===== config.mk =====
export PLATFORM = sky130hd
export DESIGN_NAME = shift_add_mul
export DESIGN_NICKNAME = d
export VERILOG_FILES = /design/src/rtl/shift_add_mul.sv
export SDC_FILE = /design/constraint.sdc
export NUM_CORES = 1
export LEC_CHECK = 0
export CAP_MARGIN = 20
export CORE_UTILIZATION = 35
export CTS_CLUSTER_DIAMETER = 200
export DETAILED_ROUTE_END_ITERATION = 12
export HOLD_SLACK_MARGIN = 0.15
export PLACE_DENSITY_LB_ADDON = 0.2
export REMOVE_ABC_BUFFERS = 1
export SLEW_MARGIN = 30
export SYNTH_ARGS = -nofsm -noshare
export SYNTH_HDL_FRONTEND = slang
export SYNTH_SLANG_ARGS = --single-unit

===== constraint.sdc =====
create_clock -name clk -period 10.65 [get_ports clk]
set_input_delay 2.13 -clock clk [delete_from_list [all_inputs] [get_ports clk]]
set_output_delay 2.13 -clock clk [all_outputs]
set_load 0.02 [all_outputs]

===== src/rtl/shift_add_mul.sv =====
// Sequential shift-and-add multiplier with start/busy/done handshake.
// Signed operands are multiplied as magnitudes and the sign is applied on exit.
module shift_add_mul #(
    parameter int unsigned WIDTH      = 16,
    parameter bit          EARLY_EXIT = 1'b1
) (
    input  logic                 clk,
    input  logic                 rst,
    input  logic                 start,
    input  logic                 signed_mode,
    input  logic [WIDTH-1:0]     a,
    input  logic [WIDTH-1:0]     b,
    output logic                 busy,
    output logic                 done,
    output logic [2*WIDTH-1:0]   product
);

    localparam int unsigned PW = 2 * WIDTH;
    localparam int unsigned CW = $clog2(WIDTH + 1);

    localparam logic [1:0] S_IDLE = 2'd0;
    localparam logic [1:0] S_CALC = 2'd1;
    localparam logic [1:0] S_DONE = 2'd2;

    logic [1:0]       state_q, state_d;
    logic [PW-1:0]    mcand_q, mcand_d;
    logic [WIDTH-1:0] mplier_q, mplier_d;
    logic [PW-1:0]    acc_q, acc_d;
    logic [CW-1:0]    cnt_q, cnt_d;
    logic             neg_q, neg_d;
    logic             busy_q, busy_d;
    logic             done_q, done_d;
    logic [PW-1:0]    product_q, product_d;
    logic [WIDTH-1:0] a_mag, b_mag;

    // Operand magnitudes; the most negative value maps onto itself, which is correct unsigned.
    always_comb begin
        a_mag = a;
        b_mag = b;
        if (signed_mode && a[WIDTH-1]) a_mag = WIDTH'(0) - a;
        if (signed_mode && b[WIDTH-1]) b_mag = WIDTH'(0) - b;
    end

    always_comb begin
        state_d   = state_q;
        mcand_d   = mcand_q;
        mplier_d  = mplier_q;
        acc_d     = acc_q;
        cnt_d     = cnt_q;
        neg_d     = neg_q;
        busy_d    = busy_q;
        done_d    = 1'b0;
        product_d = product_q;
        case (state_q)
            S_IDLE: begin
                if (start) begin
                    state_d  = S_CALC;
                    mcand_d  = PW'(a_mag);
                    mplier_d = b_mag;
                    acc_d    = '0;
                    cnt_d    = CW'(WIDTH);
                    neg_d    = signed_mode & (a[WIDTH-1] ^ b[WIDTH-1]);
                    busy_d   = 1'b1;
                end
            end
            S_CALC: begin
                acc_d    = mplier_q[0] ? acc_q + mcand_q : acc_q;
                mcand_d  = mcand_q << 1;
                mplier_d = mplier_q >> 1;
                cnt_d    = cnt_q - CW'(1);
                // Exit test uses the post-step counter and multiplier.
                if (cnt_d == '0 || (EARLY_EXIT && mplier_d == '0)) begin
                    state_d   = S_DONE;
                    done_d    = 1'b1;
                    product_d = neg_q ? PW'(0) - acc_d : acc_d;
                end
            end
            S_DONE: begin
                state_d = S_IDLE;
                busy_d  = 1'b0;
            end
            default: begin
                state_d = S_IDLE;
                busy_d  = 1'b0;
            end
        endcase
    end

    always_ff @(posedge clk) begin
        if (rst) begin
            state_q   <= S_IDLE;
            mcand_q   <= '0;
            mplier_q  <= '0;
            acc_q     <= '0;
            cnt_q     <= '0;
            neg_q     <= 1'b0;
            busy_q    <= 1'b0;
            done_q    <= 1'b0;
            product_q <= '0;
        end else begin
            state_q   <= state_d;
            mcand_q   <= mcand_d;
            mplier_q  <= mplier_d;
            acc_q     <= acc_d;
            cnt_q     <= cnt_d;
            neg_q     <= neg_d;
            busy_q    <= busy_d;
            done_q    <= done_d;
            product_q <= product_d;
        end
    end

    assign busy    = busy_q;
    assign done    = done_q;
    assign product = product_q;

endmodule

==> metrics.txt, run 1 <==
Core Area 23800 sq um; die area 25200 sq um; layout cell share with drive strength beyond 1 0.0909; Power Density 135 nW/um^2; routed length per instance 16.1 um; Global Route Usage Sum 0.193; Initial Util 0.362; RSZ-0062 raised after global routing no; Max Fclk 0.251 GHz; fin crit period 3980 ps; Mapped Area 8590 sq um; fraction of registers with async set/reset 0; Worst-Skew Late Latency 430 ps; TritonCTS clock tree done; Pleak 3.57 nW; slew at the pin with the worst max-slew slack 911 ps; initial antenna violation count 0; Die W 159 um; Crit path required time 10930 ps; vias in the first global route 7753; Post-synth top flop dfxtp_1; Synth Area per Inst 7.70 sq um; Top Ports 70; Setup crit end kind register; height of the die 159 um; Hold-fix buffers, CTS 0; final hold vios 0; Setup Viol. Count Final 0; Worst slew margin 0.383; delay-heaviest family, CP compound AO/OA/AOI/OAI gates; Avg Vias per Cell 5.50; post-CTS setup buffer count 0; RD Place Congestion 0.866; crit path launch type primary input; Reg2Reg Setup Slack 6740 ps; largest net degree at the start of global routing 69; Clock transition at path regs 60 ps; Critical Path Slowest Stage Cell o41ai_1; H-tree lvl count 4; CTS buffer count 17; antenna-violating nets left 0; Antenna diodes 0; number of synthesized flops with an enable pin 0; drt pass-1 iters 5; Seq/Total Area, Yosys 0.284; Slowest Stage Delay on Critical Path 490 ps; drt initial violations 448; final wirelength 23.7 mm; Placed Area 9390 sq um; Fin Setup TNS 0 ps; first-pass GRT wire length 39.7 mm; fillers 2463; Port Buffers 69; data arrival time of the critical path 4260 ps; GRT Residual Overflow 0; post-cts sizing count 0; skew final 10.9 ps; layout overhead on the synthesized area 16.2%; area of the multi-input gates 5730 sq um; design area 9980 sq um; yosys warns 0; DRC violations left 0; Clock Sinks 122; Seq cells post-synth 122; dpl hpwl 16.8 mm; ratio of final minimum period to clock period 0.373; cell count after synthesis 1116; max cap viols 0; WS Path Type primary input to register; Hold Path Class register to register; register area 2440 sq um; Nets 1215; Max Slew Vio Count 0; FP Rows 56; Crit path top cell by count a21oi_1; outcome complete, no violations; Cell Chain, Critical Path clkdlybuf4s50_1 -> inv_1 -> ha_1 -> nand2_1 -> or4_1 -> o41ai_1 -> a21oi_1 -> o21ai_0 -> a21oi_1; synth unique cells 97; Worst Path Buf+Inv 2; Max Root-Sink Buffers 2; via count 8101; CP max FO 4; peak supply drop 0.000101 V; CTS root buffer clkbuf_16
-- cells by family (layout without fill, tap and decap cells) --
kind of cell | Yosys count | count (layout) | synth area share
flops | 122 | 122 | 0.284
buf+inv | 87 | 126 | 0.0518
compound gates | 362 | 362 | 0.286
mux | 12 | 12 | 0.0144
simple gates | 432 | 432 | 0.244
fa+ha+maj | 37 | 37 | 0.0547
xor+xnor | 64 | 64 | 0.0652
-- cell usage in the layout (no fill, tap or decap), drive strengths merged, types with 5 or more instances in the layout --
master,netlist,final
nand2,164,164
a21oi,134,134
dfxtp,122,122
nor2,101,101
clkdlybuf4s50,0,68
o21ai,58,58
nand3,45,45
xnor2,40,40
ha,36,36
a22oi,32,32
a31oi,26,26
nor3,25,25
xor2,24,24
clkbuf,48,20
a211oi,17,17
inv,15,17
o31ai,15,15
and3,14,14
buf,24,11
o21a,11,11
or3,11,11
mux2i,9,9
and2,9,9
nor2b,8,8
and4,8,8
nand2b,8,8
nor4,7,7
nand3b,7,7
a21o,7,7
o41ai,7,7
or4,6,6
o31a,5,5
-- worst paths after layout --
kind | startpoint | cells past startpoint | to
worst max-delay path | a[0] | 9 | mcand_q[14]
worst min-delay path | product[22] | 2 | product[22]
worst max register to register | mplier_q[0] | 12 | product[28]
worst min register to register | product[22] | 2 | product[22]
-- routing by layer --
metal  share of wire  routed length, um  up-vias  global-route usage
li1                -                  -     4140                   -
met5               0                  0        -                   0
met4           0.014                322        0              0.0468
met2            0.48              11400      137               0.336
met1            0.47              11200     3805               0.241
met3           0.032                748       19              0.0381
-- power breakdown --
group | switching, mW | leakage (nW) | internal [mW]
combinational | 0.171 | 2.30 | 0.0970
sequential | 0.0194 | 0.990 | 0.477
clock | 0.226 | 0.279 | 0.358
total | 0.417 | 3.57 | 0.933
-- through the flow --
step | cells | hold WS, ps | utilization | setup WS [ps] | power, mW
final | 1474 | 448 | 0.420 | 6670 | 1.35
after global routing | 1474 | 470 | 0.420 | 6450 | 1.42
after CTS | 1474 | 453 | 0.420 | 6660 | 1.37
after detailed placement | 1442 | 445 | 0.395 | 6230 | 0.776
after global placement | 1442 | 440 | 0.395 | 6260 | 0.774
after floorplan | 1044 | 433 | - | 6220 | 0.676
-- layout make-up --
cell class / count / share of cell area
multi-input combinational: 907 / 0.574
sequential: 122 / 0.245
timing repair buffer: 79 / 0.0764
clock buffer: 20 / 0.0457
tap: 319 / 0.0400
clock inverter: 12 / 0.0139
inverter: 15 / 0.00564
-- state kept, by name (all words and copies together) (netlist names) --
name and count:
acc_q 32, mplier_q 16, done 1, state_q 2, mcand_q 32, neg_q 1, product 32, busy 1
cnt_q 5
-- synth_stat cells (5+ instances only) --
cell type,instances,area share
nand2_1,164,0.072
a21oi_1,127,0.074
dfxtp_1,122,0.28
nor2_1,101,0.044
o21ai_0,47,0.027
nand3_1,43,0.025
clkbuf_1,42,0.018
xnor2_1,40,0.041
ha_1,36,0.052
a22oi_1,32,0.028
xor2_1,24,0.024
a31oi_1,23,0.017
nor3_1,23,0.013
a211oi_1,16,0.014
inv_1,14,0.0061
o31ai_1,14,0.012
and3_1,12,0.0087
o21a_1,10,0.0087
buf_1,9,0.0039
mux2i_1,9,0.010
and2_1,8,0.0058
buf_2,8,0.0047
nand2b_1,8,0.0058
nor2b_1,8,0.0058
or3_1,8,0.0058
a21oi_2,7,0.0071
nor4_1,7,0.0051
o21ai_1,7,0.0041
a21o_1,6,0.0052
and4_1,6,0.0061
buf_6,6,0.0079
clkbuf_8,6,0.0096
nand3b_1,6,0.0052
o31a_1,5,0.0051
o41ai_2,5,0.0095
-- worst register-to-register path: stages (launching register included) --
cell and delay (ps):
dfxtp_2 570, buf_4 470, inv_2 60, buf_4 280
a21oi_1 400, nand2_1 170, or4_4 550, nor3_4 260
o2111ai_4 230, or3_4 410, o21ai_2 150, xor2_1 150
a211oi_1 80
No activity file was read; power rests on OpenSTA's default activity.
==> run 2: changes to the inputs <==
==> constraint.sdc (replaced) <==
create_clock -name clk -period 3.4 [get_ports clk]
set_input_delay 0.68 -clock clk [delete_from_list [all_inputs] [get_ports clk]]
set_output_delay 0.68 -clock clk [all_outputs]
set_load 0.02 [all_outputs]
==> metrics.txt, run 2 (synthesized netlist as in run 1, its figures left out) <==
first-pass GRT wire length 42.2 mm; placed cell count 1537; dpl hpwl 18.6 mm; Reg2Reg Setup Slack -0.8 ps; Crit path required time 3740 ps; total power 4.54 mW; slew at the pin with the worst max-slew slack 760 ps; FP Rows 56; Max Slew Vio Count 0; Worst slew margin 0.492; fin util 0.464; height of the die 159 um; GRT Residual Overflow 0; crit path launch type register; Setup crit end kind register; Hold Startpoint product[18]; Slowest Stage Delay on Critical Path 400 ps; Worst-Skew Late Latency 430 ps; TritonCTS clock tree done; Port Buffers 69; data arrival time of the critical path 3740 ps; WS Path Type register to register; final hold vios 0; Die W 159 um; max cap viols 0; R2R Path Start acc_q[0]; Hold Path Class register to register; routed length per instance 16.3 um; Clock Sinks 122; peak supply drop 0.000291 V; Post-Layout Cell Count 1576; CP max FO 5; Core Area 23800 sq um; drt initial violations 498; most common cell after layout, fill and taps aside nand2_1; DRC violations left 0; Pleak 4.12 nW; Nets 1317; setup ws final -0.763 ps; worst reg2reg path depth 14; vias in the first global route 8166; failing checks negative setup slack; antenna-violating nets left 0; Max Root-Sink Buffers 2; Place WS -156 ps; worst r2r dst product[29]; RD Place Congestion 0.889; skew final 8.59 ps; via count 8598; RSZ-0062 raised after global routing yes; die area 25200 sq um; H-tree lvl count 4; Critical Path Slowest Stage Cell fa_2; Hold-fix buffers, CTS 0; Global Route Usage Sum 0.206; Initial Util 0.362; ratio of final minimum period to clock period 1.00; final wirelength 25.7 mm; Max Fclk 0.294 GHz; layout cell share with drive strength beyond 1 0.192; fin crit period 3400 ps; outcome complete, but fails checks; Fin Hold WS 449 ps; Clock transition at path regs 60 ps; Power Density 412 nW/um^2; Top Ports 70; most frequent cells in the layout nand2_1, a21oi_1, dfxtp_1, buf_4, nor2_1; Cell Chain, Critical Path ha_4 -> fa_2 -> a21oi_2 -> o21ai_4 -> a32o_1 -> nor4_2 -> o21ai_1 -> buf_4 -> o32ai_1 -> nand3_4 -> buf_6 -> o41ai_4 -> xnor2_1 -> a211oi_1; initial antenna violation count 0; layout overhead on the synthesized area 28.3%; CTS root buffer clkbuf_16; Endpoint, Worst Hold product[18]; drt pass-1 iters 7; CTS buffer count 17; largest net degree at the start of global routing 63; Hold Crit Depth 2; fillers 2365; Setup Viol. Count Final 1; Antenna diodes 0; Avg Vias per Cell 5.46
[run 2: cell count changes in the layout (fill, tap and decap cells not counted), moves of 4 or more]
cell	before	now
a21oi_1	127	121
a21oi_2	7	12
buf_4	11	111
ha_1	36	32
[run 2: power breakdown]
part	switching (mW)	leakage (nW)	internal (mW)	total, mW
registers	0.0598	0.991	1.49	1.55
logic	0.599	2.83	0.443	1.04
clock network	0.775	0.297	1.17	1.94
[run 2: final cells by class]
cell class	instances	area [sq um]	area share
Tap cell	319	399	0.0362
Sequential cell	122	2450	0.222
Clock inverter	15	191	0.0174
Multi-Input combinational cell	907	5960	0.541
Timing Repair Buffer	181	1550	0.140
Clock buffer	17	425	0.0386
Inverter	15	56.3	0.00511
[run 2: routing by layer]
metal  track usage  vias to the layer above  wire length, um
li1              -                     4319                -
met1         0.258                     4069            11500
met2         0.351                      170            12600
met3        0.0347                       40              885
met4        0.0812                        0              726
met5             0                        -                0
[run 2: timing repair]
action                                  4_1_cts  5_1_grt
hold endpoints to repair                      0        0
endpoints found under the setup margin       13       17
pin swaps                                     2       22
gates cloned                                  0        0
buffers inserted                              0        7
gates resized for setup                      10       40
[run 2: worst max path at each step]
stage | start | to | slack (ps) | cells past startpoint
after floorplan | state_q[0] | acc_q[16] | -1030 | 5
after global placement | mcand_q[0] | product[25] | -130 | 14
after detailed placement | mcand_q[0] | product[28] | -160 | 13
after CTS | acc_q[0] | product[29] | -20 | 14
after global routing | acc_q[0] | product[29] | -190 | 14
final | acc_q[0] | product[29] | -0.8 | 14
[run 2: worst max-delay path, delay by kind of cell, from the launching register on]
family	cells	cell delay, ps
xor+xnor	1	130
simple gates	2	470
flops	1	340
fa+ha+maj	2	570
compound gates	7	1470
buf+inv	2	320
[run 2: per-stage QoR]
stage / instance area [sq um] / setup TNS (ps)
floorplan: 8210 / -51140
detailed placement: 10100 / -935
global placement: 10100 / -587
global route: 11000 / -1390
finish: 11000 / -0.763
CTS: 10800 / -61.3
